--- config.mk ---
export PLATFORM = sky130hd
export DESIGN_NAME = uart_host_ctrl
export DESIGN_NICKNAME = d
export VERILOG_FILES = /design/src/rtl/uart_host_ctrl.sv
export SDC_FILE = /design/constraint.sdc
export NUM_CORES = 1
export LEC_CHECK = 0
export BUFFER_PORTS_ARGS = -buffer_cell sky130_fd_sc_hd__buf_2
export CAP_MARGIN = 40
export CELL_PAD_IN_SITES_DETAIL_PLACEMENT = 1
export CELL_PAD_IN_SITES_GLOBAL_PLACEMENT = 1
export CORE_ASPECT_RATIO = 1.75
export CORE_MARGIN = 3
export CORE_UTILIZATION = 43
export CTS_CLUSTER_DIAMETER = 60
export DETAILED_ROUTE_END_ITERATION = 10
export PLACE_DENSITY = 0.95
export SLEW_MARGIN = 20
export SYNTH_ARGS = -nofsm -noshare
export SYNTH_HDL_FRONTEND = slang
export SYNTH_SLANG_ARGS = --single-unit
--- constraint.sdc ---
create_clock -name clk -period 3.7 [get_ports clk]
set_input_delay 0.37 -clock clk [delete_from_list [all_inputs] [get_ports clk]]
set_output_delay 0.37 -clock clk [all_outputs]
set_load 0.1 [all_outputs]
--- src/rtl/uart_host_ctrl.sv ---
// rtl/uart_host_ctrl.sv - register-bus initiator that initialises and services a UART register block
// Turns the UART's 8-bit register bus into byte-wide tx/rx valid/ready streams; no CPU involvement.
module uart_host_ctrl #(
    parameter logic [15:0] DIVISOR  = 16'd27,
    parameter logic [7:0]  LCR_VAL  = 8'h03,
    parameter logic [7:0]  FCR_VAL  = 8'hC6,
    parameter int          TX_BURST = 16,
    parameter int          POLL_GAP = 8
) (
    input  logic       clk,
    input  logic       wb_rst_i,
    output logic [2:0] wb_addr_o,
    output logic [7:0] wb_dat_o,
    output logic       wb_we_o,
    output logic       wb_re_o,
    input  logic [7:0] wb_dat_i,
    input  logic [7:0] tx_data_i,
    input  logic       tx_valid_i,
    output logic       tx_ready_o,
    output logic [7:0] rx_data_o,
    output logic       rx_valid_o,
    input  logic       rx_ready_i,
    output logic [3:0] err_o,
    input  logic       err_clr_i,
    output logic       init_done_o
);

    typedef enum logic [2:0] {
        S_INIT,
        S_IDLE,
        S_TX_WR,
        S_LS_RD,
        S_LS_CAP,
        S_RB_RD,
        S_RB_CAP
    } state_t;

    localparam logic [2:0] ADDR_DATA = 3'd0;
    localparam logic [2:0] ADDR_IE   = 3'd1;
    localparam logic [2:0] ADDR_FC   = 3'd2;
    localparam logic [2:0] ADDR_LC   = 3'd3;
    localparam logic [2:0] ADDR_LS   = 3'd5;
    localparam logic [4:0] CREDIT_FULL = 5'(TX_BURST);
    localparam logic [7:0] GAP_LOAD    = 8'(POLL_GAP);

    state_t     r_state;
    logic [2:0] r_init_idx;
    logic [4:0] r_credit;
    logic [7:0] r_gap;
    logic [2:0] r_addr;
    logic [7:0] r_dat;
    logic       r_we;
    logic       r_re;
    logic       r_tx_ready;
    logic [7:0] r_rx_data;
    logic       r_rx_valid;
    logic [3:0] r_err;
    logic       r_init_done;

    logic [2:0] w_init_addr;
    logic [7:0] w_init_dat;
    logic [4:0] w_cap_credit;

    // Divisor latch is reached through TR/IE while DLAB is set by the first write.
    always_comb begin
        w_init_addr = ADDR_IE;
        w_init_dat  = 8'h00;
        case (r_init_idx)
            3'd0: begin w_init_addr = ADDR_LC;   w_init_dat = LCR_VAL | 8'h80; end
            3'd1: begin w_init_addr = ADDR_DATA; w_init_dat = DIVISOR[7:0];    end
            3'd2: begin w_init_addr = ADDR_IE;   w_init_dat = DIVISOR[15:8];   end
            3'd3: begin w_init_addr = ADDR_LC;   w_init_dat = LCR_VAL;         end
            3'd4: begin w_init_addr = ADDR_FC;   w_init_dat = FCR_VAL;         end
            default: begin w_init_addr = ADDR_IE; w_init_dat = 8'h00;          end
        endcase
    end

    assign w_cap_credit = wb_dat_i[5] ? CREDIT_FULL : r_credit;

    always_ff @(posedge clk) begin
        if (!wb_rst_i) begin
            r_state     <= S_INIT;
            r_init_idx  <= 3'd0;
            r_credit    <= 5'd0;
            r_gap       <= GAP_LOAD;
            r_addr      <= 3'd0;
            r_dat       <= 8'h00;
            r_we        <= 1'b0;
            r_re        <= 1'b0;
            r_tx_ready  <= 1'b0;
            r_rx_data   <= 8'h00;
            r_rx_valid  <= 1'b0;
            r_err       <= 4'd0;
            r_init_done <= 1'b0;
        end else begin
            // Every strobe is single-cycle, so the bus idles unless a branch below drives it.
            r_we   <= 1'b0;
            r_re   <= 1'b0;
            r_dat  <= 8'h00;
            r_addr <= 3'd0;

            if (r_rx_valid && rx_ready_i) begin
                r_rx_valid <= 1'b0;
            end

            if (err_clr_i) begin
                r_err <= 4'd0;
            end else if (r_state == S_LS_CAP) begin
                r_err <= r_err | wb_dat_i[4:1];
            end

            case (r_state)
                S_INIT: begin
                    if (r_init_idx == 3'd6) begin
                        r_init_done <= 1'b1;
                        r_state     <= S_IDLE;
                    end else begin
                        r_we       <= 1'b1;
                        r_addr     <= w_init_addr;
                        r_dat      <= w_init_dat;
                        r_init_idx <= r_init_idx + 3'd1;
                    end
                end
                S_IDLE: begin
                    if (tx_valid_i && r_tx_ready) begin
                        r_we       <= 1'b1;
                        r_addr     <= ADDR_DATA;
                        r_dat      <= tx_data_i;
                        r_credit   <= (r_credit != 5'd0) ? r_credit - 5'd1 : 5'd0;
                        r_tx_ready <= 1'b0;
                        r_state    <= S_TX_WR;
                    end else if (r_gap == 8'd0 || (r_credit == 5'd0 && tx_valid_i)) begin
                        r_re       <= 1'b1;
                        r_addr     <= ADDR_LS;
                        r_tx_ready <= 1'b0;
                        r_state    <= S_LS_RD;
                    end else begin
                        r_gap <= r_gap - 8'd1;
                    end
                end
                S_TX_WR: begin
                    r_tx_ready <= (r_credit != 5'd0);
                    r_state    <= S_IDLE;
                end
                S_LS_RD: begin
                    r_state <= S_LS_CAP;
                end
                S_LS_CAP: begin
                    r_credit <= w_cap_credit;
                    // A held rx byte masks DR so polling keeps serving TX credit.
                    if (wb_dat_i[0] && !r_rx_valid) begin
                        r_re    <= 1'b1;
                        r_addr  <= ADDR_DATA;
                        r_state <= S_RB_RD;
                    end else begin
                        r_gap      <= GAP_LOAD;
                        r_tx_ready <= (w_cap_credit != 5'd0);
                        r_state    <= S_IDLE;
                    end
                end
                S_RB_RD: begin
                    r_state <= S_RB_CAP;
                end
                S_RB_CAP: begin
                    r_rx_data  <= wb_dat_i;
                    r_rx_valid <= 1'b1;
                    r_gap      <= GAP_LOAD;
                    r_tx_ready <= (r_credit != 5'd0);
                    r_state    <= S_IDLE;
                end
                default: begin
                    r_state <= S_INIT;
                end
            endcase
        end
    end

    assign wb_addr_o   = r_addr;
    assign wb_dat_o    = r_dat;
    assign wb_we_o     = r_we;
    assign wb_re_o     = r_re;
    assign tx_ready_o  = r_tx_ready;
    assign rx_data_o   = r_rx_data;
    assign rx_valid_o  = r_rx_valid;
    assign err_o       = r_err;
    assign init_done_o = r_init_done;

endmodule

==> flow_summary.json, run 1 <==
{
  "hold_viol": 0,
  "clock_skew_ns": 0.0110,
  "min_path_cells": 3,
  "dpl_cell_area_mm2": 0.00246,
  "postLayoutCellArea_mm2": 0.00255,
  "worstSetupEndpoint": "r_gap[6]",
  "ir_drop_mv": 0.445,
  "totalWireLength_um": 5480,
  "startpoint_type": "register",
  "h-tree-depth": 2,
  "place_inst": 340,
  "dp_hpwl_um": 4120,
  "cts_tree": "yes",
  "grt_pass1_wl_um": 9420,
  "layout.cells.non_filler": 348,
  "fmaxAchievable_ghz": 0.494,
  "fin_crit_ns": 2.02,
  "mappedNetlistArea_mm2": 0.00220,
  "cts_root_buffer": "clkbuf_8",
  "synth_area_leaders": "dfxtp_1 (43%), a21oi_1 (5.0%), nand2_1 (4.9%)",
  "reg2regPathDepth": 7,
  "antennaDiodeCount": 0,
  "row_count": 33,
  "vias": 2002,
  "async_flop_share": 0,
  "clk_transition_reported_paths_ns": 0.10,
  "num_io_pins": 49,
  "path_class": "register to register",
  "die_x_um": 60.1,
  "status": "finished, final reports clean",
  "synth_warnings": 0,
  "regToRegEndpoint": "r_gap[6]",
  "worstPathRequired_ns": 3.93,
  "period_share": 0.547,
  "portBuffers": 48,
  "drive_gt1_frac": 0.216,
  "syn_inst": 249,
  "use_met3": 0.0308,
  "antenna_found_initial": 0,
  "core_area_mm2": 0.00483,
  "synth_edf_count": 0,
  "reg2reg_slack_ns": 1.68,
  "clock-sinks": 47,
  "hold_buffers": 0,
  "crit_arrival_ns": 2.25,
  "maxCapViolations": 0,
  "vias_per_cell": 5.75,
  "busiest_layer": "met2",
  "synth_top_area_cell": "dfxtp_1",
  "use_met1": 0.204,
  "cts_setup_buffers": 0,
  "setup_viol": 0,
  "drt-pass1-iter-count": 4,
  "drt.antenna.violating_nets": 0,
  "nFillCells": 593,
  "slew_violations": 0,
  "worst_slew_pin_slew_ns": 0.646,
  "ys_ff_latch": 47,
  "nets": 324,
  "die_area_mm2": 0.00605,
  "rsz0062_at_grt": "no",
  "area_delta_synth_final_pct": 15.9,
  "routabilityCongestion": 0.859,
  "fin_setup_tns_ns": 0,
  "grt-ovfl-total": 0,
  "clk-insertion-delay-late_ns": 0.30,
  "syn-num-nets": 278,
  "endpoint_kind": "register",
  "worstReg2RegStart": "r_credit[0]",
  "synth.top_cell.area_share": 0.428,
  "grt_max_degree": 43,
  "dieHeight_um": 101,
  "synth_flop_cell": "dfxtp_1",
  "slew_headroom": 0.569,
  "startpoint": "r_credit[0]",
  "power_leakage_nw": 1.21,
  "grt_use_total": 0.201,
  "remaining_drc_errors": 0,
  "numCtsBuffers": 5,
  "drtIter0Drc": 41,
  "min_path_type": "primary input to register",
  "p_per_area_mw_per_mm2": 530,
  "synth_seq_area_share": 0.428,
  "power.total_mw": 1.35,
  "grt_pass1_vias": 2058,
  "avgSynthCellArea_um2": 8.84,
  "wl_per_cell_um": 15.8,
  "synth_cell_types": 50,
  "start_util": 0.456,
  "clockBufferDepth": 2,
  "use_met2": 0.387,
  "crit_path_max_fanout": 9,
  "post_cts_resized": 0
}
-- flip-flops by register name, indices dropped and copies added, names as in the netlist, 3 cells and up --
register,cells
err_o,4
r_init_idx,3
r_state,3
wb_addr_o,3
rx_data_o,8
r_credit,5
r_gap,8
wb_dat_o,8
-- cell usage in the layout (no fill, tap or decap), drive strengths merged, types with 2 or more instances in the layout --
cell	instances
a21oi	22
nand3	7
or3	2
o22ai	3
clkinv	2
o21a	3
ha	8
nor2	17
mux2i	10
nand4	2
o211ai	2
inv	13
and3	4
nor3	8
nand2	29
clkbuf	5
dfxtp	47
a21boi	4
nor3b	2
and2	7
nand2b	5
buf	48
a21o	2
o21ai	12
nor4	5
nor2b	9
-- synth_stat cells, types with 2 or more instances --
library cell	instances
nor2_8	2
o211ai_1	2
nand2_1	29
buf_2	4
nor3_1	8
mux2i_1	10
a21oi_1	22
o21ai_0	2
nor3b_1	2
and2_1	7
clkbuf_1	4
nor2b_1	9
o21ai_1	9
inv_1	11
o22ai_1	2
nand3_1	7
nor2_1	15
ha_1	8
a21o_1	2
or3_1	2
a21boi_1	4
nand4_1	2
nand2b_1	5
nor4_1	4
o21a_1	3
dfxtp_1	47
and3_1	4
-- routing by layer --
layer	vias up	share of wire	wire length, µm
met5	-	0	0
met4	0	0.016	89
met3	8	0.037	205
met2	39	0.58	3190
met1	989	0.36	2000
li1	966	-	-
-- through the flow --
stage	util	setup slack (ns)	hold WS (ns)
floorplan	-	1.70	0.473
global placement	0.510	1.86	0.444
detailed placement	0.510	1.71	0.453
CTS	0.528	1.66	0.301
global route	0.528	1.49	0.308
finish	0.528	1.68	0.300
-- worst min path at each step --
stage / startpoint / endpoint / slack [ns]
after detailed placement: init_done_o / init_done_o / 0.45
after global placement: err_o[0] / err_o[0] / 0.44
after global routing: tx_data_i[0] / wb_dat_o[0] / 0.31
after CTS: wb_dat_i[4] / err_o[3] / 0.30
after floorplan: r_gap[6] / r_gap[6] / 0.47
final: wb_dat_i[4] / err_o[3] / 0.30
-- kinds of logic (layout without fill, tap and decap cells) --
logic type / Yosys count / count (layout) / share of synthesized area
adder cells (fa/ha/maj): 8 / 8 / 0.0455
flip-flops: 47 / 47 / 0.428
buffers and inverters: 21 / 68 / 0.0398
multiplexers: 10 / 10 / 0.0455
AND/OR/NAND/NOR: 104 / 104 / 0.263
AO/OA/AOI/OAI: 58 / 58 / 0.175
XOR/XNOR: 1 / 1 / 0.00398
-- cell type report --
class / instances / area (µm²) / area share
Sequential cell: 47 / 941 / 0.369
Inverter: 12 / 45.0 / 0.0177
Tap cell: 52 / 65.1 / 0.0255
Timing Repair Buffer: 48 / 240 / 0.0942
Multi-Input combinational cell: 181 / 1170 / 0.460
Clock inverter: 3 / 18.8 / 0.00736
Clock buffer: 5 / 68.8 / 0.0270
-- worst max-delay path: stages, from the launching register on --
cell and delay (ns):
dfxtp_1 0.35, inv_1 0.07, ha_1 0.24, nor4b_2 0.41
a32oi_2 0.21, o22ai_4 0.34, a21oi_1 0.15, o22ai_1 0.18
-- report_power, final --
group          internal [mW]  switching (mW)  leakage, nW
registers              0.551          0.0351        0.381
clock network          0.133           0.180       0.0483
logic                  0.108           0.344        0.781
total                  0.793           0.559         1.21
Note: power is estimated with default switching activity, not from simulation.
==> run 2, diff against run 1 <==
--- a/config.mk
+++ b/config.mk
@@ -11,10 +11,10 @@
 export CELL_PAD_IN_SITES_GLOBAL_PLACEMENT = 1
 export CORE_ASPECT_RATIO = 1.75
 export CORE_MARGIN = 3
-export CORE_UTILIZATION = 43
+export CORE_UTILIZATION = 40
 export CTS_CLUSTER_DIAMETER = 60
 export DETAILED_ROUTE_END_ITERATION = 10
-export PLACE_DENSITY = 0.95
+export PLACE_DENSITY = 0.9
 export SLEW_MARGIN = 20
 export SYNTH_ARGS = -nofsm -noshare
 export SYNTH_HDL_FRONTEND = slang
==> constraint.sdc (replaced) <==
create_clock -name clk -period 1.9 [get_ports clk]
set_input_delay 0.19 -clock clk [delete_from_list [all_inputs] [get_ports clk]]
set_output_delay 0.19 -clock clk [all_outputs]
set_load 0.1 [all_outputs]
==> run 2 against run 1 <==
Against the previous run:
- die area increased by 6.9%
- largest cell class unchanged
- worst hold slack got worse by 0.19 ns
- utilization decreased by 1.8 points
- fmax increased by 13%
- critical path type unchanged
- clock power increased by 130%
- cell area increased by 6.0%
- wire length increased by 13%
- cell count increased by 9.5%
- global-route usage increased by 0.20 points
==> flow_summary.json, run 2 (same netlist as run 1, synthesis figures left out) <==
{
  "ir_drop_mv": 0.559,
  "startpoint_type": "register",
  "fmaxAchievable_ghz": 0.560,
  "max_stage_delay_ns": 0.40,
  "reg2reg_slack_ns": 0.11,
  "place_inst": 372,
  "status": "finished, final reports clean",
  "hold_end": "wb_dat_o[0]",
  "use_met1": 0.210,
  "portBuffers": 48,
  "wl_per_cell_um": 16.3,
  "routabilityCongestion": 0.869,
  "clockBufferDepth": 2,
  "busiest_layer": "met2",
  "hold_buffers": 0,
  "crit_arrival_ns": 1.97,
  "p_per_area_mw_per_mm2": 1030,
  "grt_pass1_wl_um": 10100,
  "crit_path_max_fanout": 5,
  "row_count": 35,
  "numCtsBuffers": 5,
  "vias": 2074,
  "num_io_pins": 49,
  "antennaDiodeCount": 0,
  "dieHeight_um": 104,
  "nFillCells": 663,
  "area_delta_synth_final_pct": 22.9,
  "core_area_mm2": 0.00530,
  "remaining_drc_errors": 0,
  "fin_crit_ns": 1.79,
  "clk-insertion-delay-late_ns": 0.31,
  "final_common_cell": "buf_2",
  "min_path_type": "primary input to register",
  "die_x_um": 62.1,
  "worstPathCellList": "inv_1 > ha_1 > nor4b_4 > a32oi_2 > buf_4 > nor2_1 > nor4_1 > a311oi_1",
  "drtIter0Drc": 49,
  "postLayoutCellArea_mm2": 0.00271,
  "drt-pass1-iter-count": 6,
  "h-tree-depth": 2,
  "layout_common_cells": "buf_2 (48), dfxtp_1 (45), nand2_1 (29)",
  "slew_violations": 0,
  "clk_transition_reported_paths_ns": 0.09,
  "setup_viol": 0,
  "clock_skew_ns": 0.00867,
  "slew_headroom": 0.597,
  "dpl_cell_area_mm2": 0.00257,
  "period_share": 0.940,
  "power.total_mw": 2.78,
  "use_met2": 0.358,
  "use_met3": 0.0373,
  "die_area_mm2": 0.00646,
  "nets": 336,
  "cts_tree": "yes",
  "totalWireLength_um": 6220,
  "layout.cells.non_filler": 381,
  "grt_use_total": 0.203,
  "clock-sinks": 47,
  "antenna_found_initial": 0,
  "power_leakage_nw": 1.29,
  "reg2regPathDepth": 8,
  "worst_slew_pin_slew_ns": 0.604,
  "grt_max_degree": 23,
  "regToRegEndpoint": "r_gap[3]",
  "cts_root_buffer": "clkbuf_8",
  "path_class": "register to register",
  "min_from": "tx_data_i[0]",
  "endpoint_kind": "register",
  "finalCoreUtilization": 0.511,
  "drive_gt1_frac": 0.251,
  "maxCapViolations": 0,
  "grt_pass1_vias": 2134,
  "worstReg2RegStart": "r_credit[0]",
  "start_util": 0.415,
  "vias_per_cell": 5.44,
  "drt.antenna.violating_nets": 0,
  "critPathSlowestCell": "dfxtp_1",
  "dp_hpwl_um": 4470,
  "worstPathRequired_ns": 2.08,
  "min_path_cells": 3,
  "grt-ovfl-total": 0,
  "hold_viol": 0
}
## run 2: cell count changes in the layout (fill, tap and decap cells not counted), moves of 2 or more
cell,delta
buf_4,+11
clkinv_2,-2
dfxtp_1,-2
dfxtp_2,+2
## run 2: layout make-up
class,instances,area [µm²],area share
clock inverters,1,30.0,0.0111
multi-input cells,182,1200,0.443
well taps,74,92.6,0.0342
flip-flops and latches,47,943,0.349
repair buffers,59,323,0.119
clock buffers,6,72.6,0.0268
inverters,12,45.0,0.0167
## run 2: worst max-delay path by stage
stage | from | end | slack (ns)
2_1_floorplan | r_credit[0] | r_gap[2] | 0.21
3_3_place_gp | r_credit[0] | r_gap[2] | 0.20
3_5_place_dp | r_credit[0] | r_gap[2] | 0.1
4_1_cts | r_credit[0] | r_gap[2] | 0.05
5_1_grt | r_credit[0] | r_gap[3] | -0.04
6_report | r_credit[0] | r_gap[3] | 0.11
## run 2: power breakdown
group | leakage [nW] | switching, mW | total [mW] | internal, mW
logic | 0.851 | 0.702 | 0.929 | 0.226
registers | 0.382 | 0.0585 | 1.13 | 1.07
clock network | 0.0513 | 0.332 | 0.718 | 0.386
## run 2: critical path: cells and delay by family, from the launching register on
family          cells  cell delay (ns)
flops               1             0.40
compound gates      2             0.22
buf+inv             2             0.26
simple gates        3             0.54
fa+ha+maj           1             0.26
## run 2: per-layer routing
metal / vias to the layer above / routed length, µm
met2: 61 / 3460
met4: 0 / 272
met1: 1002 / 2240
met3: 19 / 248
met5: - / 0
li1: 992 / -
## run 2: repair_timing
item | in CTS | in global routing
buffers inserted | 0 | 1
resized for setup | 0 | 2
setup endpoints to repair | 0 | 11
endpoints found under the hold margin | 0 | 0
## run 2: per-stage QoR
stage | hold WS, ns | setup TNS (ns) | setup WS (ns)
floorplan | 0.325 | 0 | 0.214
global placement | 0.417 | 0 | 0.198
detailed placement | 0.441 | 0 | 0.0969
CTS | 0.119 | 0 | 0.0513
global route | 0.112 | -0.0403 | -0.0403
finish | 0.112 | 0 | 0.113
